<file path="src/rtl/urv_defs.sv">
// Shared definitions for the instruction-memory arbiter: FSM encoding and
// round-robin turn values.
package urv_defs;

  typedef enum logic [1:0] {
    IDLE   = 2'd0,
    F_WAIT = 2'd1,
    H_WAIT = 2'd2
  } arb_state_t;

  localparam logic FETCH = 1'b0;
  localparam logic HOST  = 1'b1;

endpackage

</file>
<file path="src/rtl/urv_imem_arbiter.sv">
// Instruction-memory arbiter: shares one memory port between the fetch unit
// and a host/debug loader, one transaction in flight, round-robin between the
// two. Fetch responses whose address no longer matches the live fetch address
// are dropped.
module urv_imem_arbiter
  import urv_defs::*;
#(
  parameter int g_addr_width = 32
) (
  input  logic                    clk_i,
  input  logic                    rst_i,
  // fetch side
  input  logic                    f_req_i,
  input  logic [g_addr_width-1:0] f_addr_i,
  output logic [31:0]             im_data_o,
  output logic                    im_valid_o,
  // host side
  input  logic                    h_req_i,
  input  logic                    h_we_i,
  input  logic [g_addr_width-1:0] h_addr_i,
  input  logic [31:0]             h_wdata_i,
  output logic                    h_ack_o,
  output logic [31:0]             h_rdata_o,
  // memory side
  output logic                    mem_req_o,
  output logic                    mem_we_o,
  output logic [g_addr_width-1:0] mem_addr_o,
  output logic [31:0]             mem_wdata_o,
  input  logic [31:0]             mem_rdata_i,
  input  logic                    mem_valid_i
);

  arb_state_t              state_q, state_d;
  logic                    turn_q, turn_d;
  logic [g_addr_width-1:0] f_addr_q;
  logic                    sel_host;
  logic                    fetch_issue;
  logic                    host_done;

  // Fetch data passes straight through; only the valid is qualified.
  assign im_data_o = mem_rdata_i;

  // Next-state, issue mux and response qualification.
  always_comb begin
    state_d     = state_q;
    turn_d      = turn_q;
    mem_req_o   = 1'b0;
    mem_we_o    = 1'b0;
    mem_addr_o  = f_addr_i;
    mem_wdata_o = '0;
    im_valid_o  = 1'b0;
    fetch_issue = 1'b0;
    host_done   = 1'b0;
    // Host wins when it is alone, or when both ask and it holds the turn.
    sel_host    = h_req_i && (!f_req_i || (turn_q == HOST));

    case (state_q)
      IDLE: begin
        if (f_req_i || h_req_i) begin
          mem_req_o = 1'b1;
          if (sel_host) begin
            mem_we_o    = h_we_i;
            mem_addr_o  = h_addr_i;
            mem_wdata_o = h_wdata_i;
            state_d     = H_WAIT;
          end else begin
            fetch_issue = 1'b1;
            state_d     = F_WAIT;
          end
        end
      end
      F_WAIT: begin
        if (mem_valid_i) begin
          // A branch while in flight makes the returning word stale.
          im_valid_o = (f_addr_q == f_addr_i) && f_req_i;
          state_d    = IDLE;
          turn_d     = HOST;
        end
      end
      H_WAIT: begin
        if (mem_valid_i) begin
          host_done = 1'b1;
          state_d   = IDLE;
          turn_d    = FETCH;
        end
      end
      default: state_d = IDLE;
    endcase
  end

  // State, turn, captured fetch address and registered host response.
  always_ff @(posedge clk_i) begin
    if (rst_i) begin
      state_q   <= IDLE;
      turn_q    <= FETCH;
      f_addr_q  <= '0;
      h_ack_o   <= 1'b0;
      h_rdata_o <= '0;
    end else begin
      state_q <= state_d;
      turn_q  <= turn_d;
      h_ack_o <= host_done;
      if (fetch_issue) f_addr_q  <= f_addr_i;
      if (host_done)   h_rdata_o <= mem_rdata_i;
    end
  end

endmodule

</file>
<file path="config.mk">
export PLATFORM = sky130hd
export DESIGN_NAME = urv_imem_arbiter
export DESIGN_NICKNAME = d
export VERILOG_FILES = /design/src/rtl/urv_defs.sv /design/src/rtl/urv_imem_arbiter.sv
export SDC_FILE = /design/constraint.sdc
export NUM_CORES = 1
export LEC_CHECK = 0
export CORE_ASPECT_RATIO = 1.5
export CORE_MARGIN = 10
export CORE_UTILIZATION = 25
export DETAILED_ROUTE_END_ITERATION = 6
export GPL_TIMING_DRIVEN = 1
export HOLD_SLACK_MARGIN = 0.12
export PLACE_DENSITY = 0.65
export SYNTH_ARGS = -nofsm -noshare
export SYNTH_HDL_FRONTEND = slang
export SYNTH_SLANG_ARGS = --single-unit
export TNS_END_PERCENT = 50
</file>
<file path="constraint.sdc">
create_clock -name clk_i -period 1.82 [get_ports clk_i]
set_clock_uncertainty 0.2 [all_clocks]
set_input_delay 0.364 -clock clk_i [delete_from_list [all_inputs] [get_ports clk_i]]
set_output_delay 0.364 -clock clk_i [all_outputs]
set_load 0.02 [all_outputs]
</file>
* Word-level counts from Yosys, hierarchy flattened *
Index checks and enable logic that the tools add are counted.

storage, ports and cells
  bits in registers = 68
  input bits = 134
  logic and storage cells = 47

cells by class
  equal/unequal tests = 7
  muxes and demuxes = 25
  reduce and logical (&&, ||, !) cells = 10

operator list
  operator            number
  $mux 32             6
  $eq 32x32->1        1
  $mux 1              14
  $mux 2              3
  $ne 2x2->1 const B  3
  $pmux 2 s2          1
  $reduce_and 3->1    1
  $eq 2x1->1 const B  1
  $eq 2x2->1 const B  1
  $logic_and 1x1->1   2
  $logic_not 2->1     1
  $logic_or 1x1->1    2
  $ne 2x1->1 const B  1
  $pmux 1 s2          1
  $reduce_and 2->1    1
  $reduce_bool 2->1   1
  $reduce_or 2->1     1
  $logic_not 1->1     1

* Depth between registers and ports, before layout *
Gate-level depths: netlist of run 1.

  depth after elaboration = 6
  gate-level depth with buffers = 8
  gate-level depth less buffers = 6

* Least setup slack after synthesis of run 1 *
No wires, ideal clock.

  kind = register to output
  start = reg state_q[0]
  end = out mem_addr_o[16]
  arrival = 1.484 ns
  data required time = 1.256 ns
  setup slack = -0.228 ns
  stages on the path, launching flop included = 8
  path buffers = 2
  cell sequence = dfxtp_1 -> inv_1 -> ha_1 -> nand2_1 -> a21oi_2 -> buf_4 -> buf_4 -> mux2_2

on the way
  longest elaborated chain between the ends = 2

ends and longest elaborated chain
  what                    RTL line                 text
  start, declared         urv_imem_arbiter.sv:33   arb_state_t state_q, state_d;
  start signal, assigned  urv_imem_arbiter.sv:100  state_q <= state_d;
  $logic_not 2->1         urv_imem_arbiter.sv:57   case (state_q)
  $mux 32                 urv_imem_arbiter.sv:57
  end, declared           urv_imem_arbiter.sv:27   output logic [g_addr_width-1:0] mem_addr_o,

Every way passes these cells.

* Worst setup path in the final report of run 1 *
  start = reg state_q[0]
  end = out mem_addr_o[7]

The elaborated chain is that of the path after synthesis.

==> out/qor.csv, run 1 <==
metric,value,unit
dr.first_iter.drc_count,143,
finalCriticalPeriod,2.486,ns
total_power,5.180,mW
fin_ws,-0.6656,ns
grt.total_usage,16.95,%
cp.arrival,1.92,ns
synthesis.nets,522,
synthCells,385,
cts-root-buf,clkbuf_16,
hpwlAfterDp,13.04,mm
p_comb_share,35.7,%
cts.sinks,68,
finalSetupTns,-39.25,ns
layout_common_cells,"clkdlybuf4s50_1, dlygate4sd2_1, buf_6",
grt_overflow,0,
wl_per_cell,20.40,um
internal-power,3.682,mW
pwr-share-seq,31.3,%
fp-row-count,52,
vias_per_cell,4.605,
avgSynthCellArea,9.009,sq um
leakagePower,3.429,nW
cts_tree,done,
crit_fanout,7,
ys.warnings.count,0,
ioPinCount,266,
cp-start-kind,flop,
die_area,19080,sq um
first_pass_iters,4,
layout.cells.most_common,clkdlybuf4s50_1,
grt_pass1_vias,4139,
cpPeakStageDelay,0.33,ns
maxCapViolCount,0,
path_clk_slew,0.05,ns
start_util,25.63,%
dr_total_vias,3928,
p_clk_share,33.0,%
ys_seq_area_share,39.25,%
power_density,697.9,nW/um^2
hp-class,flop to flop,
core,13530,sq um
fin_util,54.84,%
grt_max_degree,35,
clock_latency,0.33,ns
max-vdd-ir-drop,0.5068,mV
crit_path_cell_trace,"inv_2, ha_4, nand2_4, a21oi_4, buf_12, buf_8, buf_12, mux2_4, buf_6",
yosysUniqueCellTypes,24,
clock_path_buffers,2,
synth_seq_cells,68,
die_w,116.2,um
slew_violations,0,
die_y,164.3,um
drive_above_1_share,35.70,%
worstSetupPathType,flop to primary output,
violations,setup timing,
synth.cell_area,3468,sq um
status,finished with violations,
worst_pin_slew,0.3724,ns
p_sw_share,28.93,%
wl,17.40,mm
slowest_stage,dfxtp_2,
drt.antenna.violating_nets,0,
antenna_found_initial,1,
critPathBufInv,5,
holdBufCountCts,0,
grt_pass1_wl,24.56,mm
drc,0,
area_delta_synth_final,114.0,%
setup_viol,67,
cp_data_required_time,1.26,ns
switchingPower,1.498,mW
nets,821,
crit_family,buffers and inverters,
fmax,402.3,MHz
cts_inserted_buffers,9,
htree_levels,3,
rsz0062_at_grt,yes,
cpMostUsedCell,buf_12,
endpoint_kind,primary output,
port-buffer-count,265,
hold_violations,0,
fin_crit_sh,136.6,%
slew_headroom,75.18,%
gp_congestion,0.9302,
-- sequential cells by signal, summed over array words and instances, names as in the netlist --
name and count:
f_addr_q 32, h_ack_o 1, turn_q 1, h_rdata_o 32, state_q 2
-- final timing paths --
kind / from / endpoint / slack, ns / depth (start not counted)
worst min-delay path: f_addr_q[22] / f_addr_q[22] / 0.26 / 2
worst min register to register: f_addr_q[22] / f_addr_q[22] / 0.26 / 2
worst max-delay path: state_q[0] / mem_addr_o[7] / -0.67 / 9
worst max register to register: state_q[0] / h_rdata_o[10] / 0.08 / 9
-- area by class of cell --
cell class              count  area, sq um
clock buffers              10        229.0
multi-input cells         258         2054
well taps                 162        202.7
flip-flops and latches     68         1364
inverters                   3        11.26
clock inverters             6        65.06
fillers                  1210         6111
diodes                      2        5.005
repair buffers            344         3491
-- power by group through the flow --
stage                     Sequential (mW)  Combinational, mW  Clock (mW)
after global placement               1.65               1.54           0
final                                1.62               1.85        1.71
after global routing                 1.63               1.96        1.82
after floorplan                      1.67              0.710           0
after CTS                            1.62               1.73        1.76
after detailed placement             1.65               1.56           0
-- per-stage QoR --
step | worst slack, ns | hold slack, ns | area [sq um] | instances
3_5_place_dp | -1.063 | 0.2541 | 6526 | 814
2_1_floorplan | -0.1206 | 0.2481 | 3576 | 385
6_report | -0.6656 | 0.2645 | 7422 | 853
4_1_cts | -0.7456 | 0.2538 | 7126 | 845
5_1_grt | -0.7428 | 0.2686 | 7420 | 852
3_3_place_gp | -1.029 | 0.2533 | 6526 | 814
-- cells in the mapped netlist --
library cell / number / share of area, %
nand2_1: 67 / 7.3
mux2i_1: 1 / 0.29
xor2_1: 16 / 4.0
a21oi_1: 35 / 5.1
nor4_1: 4 / 0.72
nor2_1: 4 / 0.43
a22o_1: 32 / 8.1
buf_4: 34 / 7.4
clkbuf_1: 10 / 1.1
o22a_1: 1 / 0.25
or4_1: 1 / 0.22
and2_1: 33 / 6.0
and3_1: 1 / 0.18
inv_1: 3 / 0.32
xnor2_1: 16 / 4.0
nor2b_1: 3 / 0.54
ha_1: 3 / 1.1
nand3_1: 2 / 0.29
nor3_2: 1 / 0.29
a21oi_2: 1 / 0.25
buf_2: 12 / 1.7
mux2_2: 32 / 10
dfxtp_1: 68 / 39
nand4_1: 5 / 0.90
-- kinds of logic (layout without fill, tap and decap cells) --
kind of cell / Yosys count / in the layout / synth area share, %
multiplexers: 33 / 33 / 10.68
buffers and inverters: 59 / 363 / 10.50
flip-flops: 68 / 68 / 39.25
AO/OA/AOI/OAI: 69 / 69 / 13.64
AND/OR/NAND/NOR: 121 / 121 / 16.77
XOR/XNOR: 32 / 32 / 8.081
other: 0 / 2 / 0
adder cells (fa/ha/maj): 3 / 3 / 1.082
-- layer usage --
layer	global-route usage (%)	up-vias	wire (um)
li1	-	1875	-
met1	15.27	1822	5768
met2	31.62	207	9147
met3	8.215	24	1906
met4	6.221	0	575
met5	0	-	0
-- timing repair --
action,4_1_cts,5_1_grt
gates cloned,5,3
buffers inserted,10,4
gates resized for setup,469,68
setup endpoints to repair,131,79
pin swaps,15,26
-- worst min-delay path, delay by kind of cell, from the launching register on --
| family | cells | cell delay (ns) |
|---|---|---|
| flip-flops | 1 | 0.31 |
| AND/OR/NAND/NOR | 1 | 0.05 |
| AO/OA/AOI/OAI | 1 | 0.05 |
Note: power is estimated with default switching activity, not from simulation.
==> inputs of run 2 (changes only) <==
- GPL_ROUTABILITY_DRIVEN: default -> 1
==> results of run 2 <==
The final DEF is identical to that of run 1; final timing and power are the same.
==> inputs of run 3 (changes only) <==
- CORE_MARGIN: 10 -> default
==> out/qor.csv, run 3 (synthesis results as in run 1) <==
metric,value,unit,change
status,finished with violations,,unchanged
violations,"DRC, setup timing",,was setup timing
r2r-start,state_q[0],,unchanged
fillers,1228,,was 1210
min_path_cells,1,,was 2
regArea,1364,sq um,unchanged
cp-start-kind,flop,,unchanged
fp-row-count,52,,unchanged
finalCriticalPeriod,2.466,ns,was 2.486 ns
fin_cells,844,,was 853
grt.total_usage,19.66,%,was 16.95%
dr.first_iter.drc_count,120,,was 143
port-buffer-count,265,,unchanged
fmax,405.4,MHz,was 402.3 MHz
pre_cts_ws,-1.091,ns,was -1.063 ns
core,13530,sq um,unchanged
hold_start,h_rdata_o[22],,was f_addr_q[22]
path_depth,9,,unchanged
rsz0062_at_grt,yes,,unchanged
layout_common_cells,"clkdlybuf4s50_1, dlygate4sd2_1, nand2_1, dfxtp_1, buf_6",,"was clkdlybuf4s50_1, dlygate4sd2_1, buf_6"
wl,14.07,mm,was 17.40 mm
die_y,146.3,um,was 164.3 um
use_met3,4.787,%,was 8.215%
first_pass_iters,7,,was 4
fin_util,53.37,%,was 54.84%
gp_congestion,0.7351,,was 0.9302
multi_input_area,1989,sq um,was 2054 sq um
dr_total_vias,3870,,was 3928
cpMostUsedCell,buf_12,,unchanged
crit_family,buffers and inverters,,unchanged
crit_fanout,7,,unchanged
holdBufCountCts,0,,unchanged
grt_most_used_layer,met2,,unchanged
wl_per_cell,16.67,um,was 20.40 um
path_clk_slew,0.05,ns,about the same
r2r_cells,8,,was 9
setup_viol,67,,unchanged
slew_headroom,82.89,%,was 75.18%
endpoint_kind,primary output,,unchanged
cp.arrival,1.90,ns,was 1.92 ns
worst_pin_slew,0.2543,ns,was 0.3724 ns
maxCapViolCount,0,,unchanged
leakagePower,3.307,nW,was 3.429 nW
reg_top3,"f_addr_q (32), h_rdata_o (32), state_q (2)",,unchanged
hpwlAfterDp,10.43,mm,was 13.04 mm
fin_crit_sh,135.5,%,was 136.6%
max-vdd-ir-drop,0.4305,mV,was 0.5068 mV
rr_endpoint,h_rdata_o[7],,was h_rdata_o[10]
drive_above_1_share,34.21,%,was 35.70%
drt.antenna.violating_nets,0,,unchanged
critPathBufInv,5,,unchanged
ioPinCount,266,,unchanged
nets,814,,was 821
clock_path_buffers,2,,unchanged
cts_tree,done,,unchanged
hold_violations,0,,unchanged
clock_latency,0.32,ns,was 0.33 ns
cts-root-buf,clkbuf_16,,unchanged
area_delta_synth_final,108.3,%,was 114.0%
cp_data_required_time,1.26,ns,about the same
grt_pass1_vias,4210,,was 4139
power_density,684.8,nW/um^2,was 697.9 nW/um^2
worstSetupPathType,flop to primary output,,unchanged
ff2ff_setup_slack,0.10,ns,was 0.08 ns
drc,25,,was 0
start_util,25.63,%,unchanged
whs,0.2630,ns,was 0.2645 ns
cts.sinks,68,,unchanged
cts_inserted_buffers,9,,unchanged
grt_max_degree,33,,was 35
holdPathEnd,h_rdata_o[22],,was f_addr_q[22]
slowest_stage,dfxtp_2,,unchanged
grt_overflow,0,,unchanged
die_w,98.17,um,was 116.2 um
hp-class,flop to flop,,unchanged
grt_pass1_wl,22.03,mm,was 24.56 mm
htree_levels,3,,unchanged
layout.cells.most_common,clkdlybuf4s50_1,,unchanged
die_area,14360,sq um,was 19080 sq um
vias_per_cell,4.585,,was 4.605
grtUsageMet2,39.47,%,was 31.62%
fin_ws,-0.6465,ns,was -0.6656 ns
cpPeakStageDelay,0.32,ns,was 0.33 ns
slew_violations,0,,unchanged
dp.cells,810,,was 814
grtUsageMet1,18.94,%,was 15.27%
crit_path_cell_trace,"inv_2, ha_4, nand2_4, a21oi_4, buf_12, buf_12, buf_16, mux2_4, buf_6",,"was inv_2, ha_4, nand2_4, a21oi_4, buf_12, buf_8, buf_12, mux2_4, buf_6"
antenna_found_initial,1,,unchanged
==> run 3: cell type report <==
cell class / count / share of cell area, %
clock inverters: 2 / 0.1386
repair buffers: 337 / 46.84
inverters: 3 / 0.1559
well taps: 162 / 2.806
multi-input cells: 258 / 27.54
clock buffers: 13 / 3.603
flip-flops and latches: 68 / 18.88
diodes: 1 / 0.03464
==> run 3: power by group <==
| group | internal, mW | switching, mW |
|---|---|---|
| logic | 0.995 | 0.747 |
| clock network | 0.984 | 0.598 |
| registers | 1.57 | 0.0501 |
==> run 3: what timing repair did <==
item | 4_1_cts | 5_1_grt
gates resized for setup | 497 | 34
buffers inserted | 12 | 0
setup endpoints to repair | 131 | 76
pin swaps | 16 | 26
cloned | 6 | 0
==> run 3: metrics by stage <==
step / power [mW] / setup TNS, ns / area [sq um]
final: 4.946 / -35.84 / 7223
after global routing: 5.196 / -40.95 / 7223
after CTS: 4.955 / -36.99 / 7107
after detailed placement: 3.181 / -78.28 / 6529
after global placement: 3.158 / -77.48 / 6529
after floorplan: 2.377 / -5.186 / 3576
==> run 3: worst max path at each step <==
| stage | from | endpoint | slack [ns] |
|---|---|---|---|
| 5_1_grt | state_q[0] | mem_addr_o[19] | -0.72 |
| 4_1_cts | state_q[1] | im_valid_o | -0.67 |
| 3_3_place_gp | h_req_i | mem_addr_o[13] | -1.09 |
| 2_1_floorplan | state_q[0] | mem_addr_o[16] | -0.12 |
| 3_5_place_dp | h_req_i | mem_addr_o[11] | -1.09 |
| 6_report | state_q[1] | mem_addr_o[21] | -0.65 |
==> run 3: routing by layer <==
layer | routed length [um] | up-vias
li1 | - | 1862
met1 | 4717 | 1794
met2 | 7827 | 195
met3 | 1202 | 19
met4 | 318 | 0
met5 | 0 | -
==> RTL edit (settings of run 3) <==
Re-encode `arb_state_t` (3 states) as one-hot, 3 bits wide.
--- a/src/rtl/urv_defs.sv
+++ b/src/rtl/urv_defs.sv
@@ -2,10 +2,10 @@
 // round-robin turn values.
 package urv_defs;
 
-  typedef enum logic [1:0] {
-    IDLE   = 2'd0,
-    F_WAIT = 2'd1,
-    H_WAIT = 2'd2
+  typedef enum logic [2:0] {
+    IDLE   = 3'b001,
+    F_WAIT = 3'b010,
+    H_WAIT = 3'b100
   } arb_state_t;
 
   localparam logic FETCH = 1'b0;
Formal check against the unedited RTL: no difference found for any inputs over 4 cycles, from zero or initial values and one cycle with rst_i high; so few cycles prove little.
==> RTL edit against run 3 <==
Largest power group is now sequential cells. Sequential cell count increased by 1. Final cell count increased by 11%. Wire length decreased by 3.5%. Area after synthesis increased by 5.9%. Sequential power about the same. Worst setup slack improved by 0.040 ns. Hold slack got worse by 0.10 ns. The flow finishes with violations (negative setup slack). Power decreased by 3.7%. Final area increased by 2.2%.
==> RTL edit: results (changes against run 3) <==
#MultiIn Comb 325 (+26%); DR vias 4142 (+7.0%); first-pass GRT wire length 20.3 mm (-7.8%); WHS Path Cells 3 (+2); Initial DRT Pass Iterations 4 (-3); violated checks negative setup slack; adder-cell share of the synthesized area 0 (-0.0108); syn avg cell area 8.02 um^2 (-11%); cell internal pwr 3.44 mW (-3.1%); sequential cell area share 0.188 (-0.00118); P_comb 1.56 mW (-10%); Placement Cell Area 6780 um^2 (+3.8%); inverters 1 (-2); Clock buf/inv share 0.0361 (-0.00131); R2R cell count 7 (-1); status finished, violations left; area fraction in compound gates after synthesis 0.0974 (-0.0390); non-filler cells, final 940 (+11%); CP arrival 1.86 ns (-0.04 ns); setup TNS -33.18 ns (+2.66 ns); total global-route track usage 0.175 (-0.0216); Resize count post-CTS 431 (-13%); Iteration-0 DRC Markers 57 (-53%); Inst Count DP 910 (+12%); WP depth 8 (-1); Met3 Wirelength 1.27 mm (+5.7%); post-CTS setup repair buffer count 14 (+2); Ant. Diodes 0 (-1); RePlAce Congestion 0.792 (+7.8%); final setup vio count 67 (unchanged); Commonest cells post-synth nand2_1 (131), dfxtp_1 (69), a21oi_1 (66); Post-Route WL 13.6 mm (-3.5%); fraction of area in multi-input gates 0.287 (+0.0115); dpl ws -1.36 ns (-0.266 ns); sequential area share after synthesis 0.376 (-0.0165); drt drc 0 (-100%); worst setup margin -0.606 ns (+0.0403 ns); post-synthesis mux area share 0.0981 (-0.00869); r2r endpoint h_rdata_o[15]; worst r2r src state_q[2]; share of cells above drive strength 1 0.305 (-0.0373); Yosys cell types 28 (+17%); clock buffers 12 (-1)
==> RTL edit: cell count changes in the layout (fill, tap and decap cells not counted), moves of 10 or more <==
cell | run 3 | this run
xor2_1 | 16 | 31
a21oi_1 | 34 | 66
xnor2_1 | 13 | 1
nand2_1 | 66 | 131
dlygate4sd2_1 | 79 | 69
dlymetal6s2s_1 | 1 | 16
a22o_1 | 32 | 0
==> RTL edit: worst max-delay path by stage <==
stage                     slack [ns]         endpoint        start
after detailed placement       -1.36       im_valid_o  f_addr_i[1]
after CTS                      -0.77    mem_addr_o[5]   state_q[1]
final                          -0.61  mem_wdata_o[24]   state_q[1]
after global placement         -1.33       im_valid_o  f_addr_i[1]
after floorplan                -0.18   mem_addr_o[17]   state_q[2]
after global routing           -0.69       im_valid_o  mem_valid_i
==> RTL edit: layer usage <==
layer	vias to the layer above	GRT usage
met4	0	0.0587
li1	2030	-
met5	-	0
met2	197	0.355
met3	13	0.0534
met1	1902	0.160
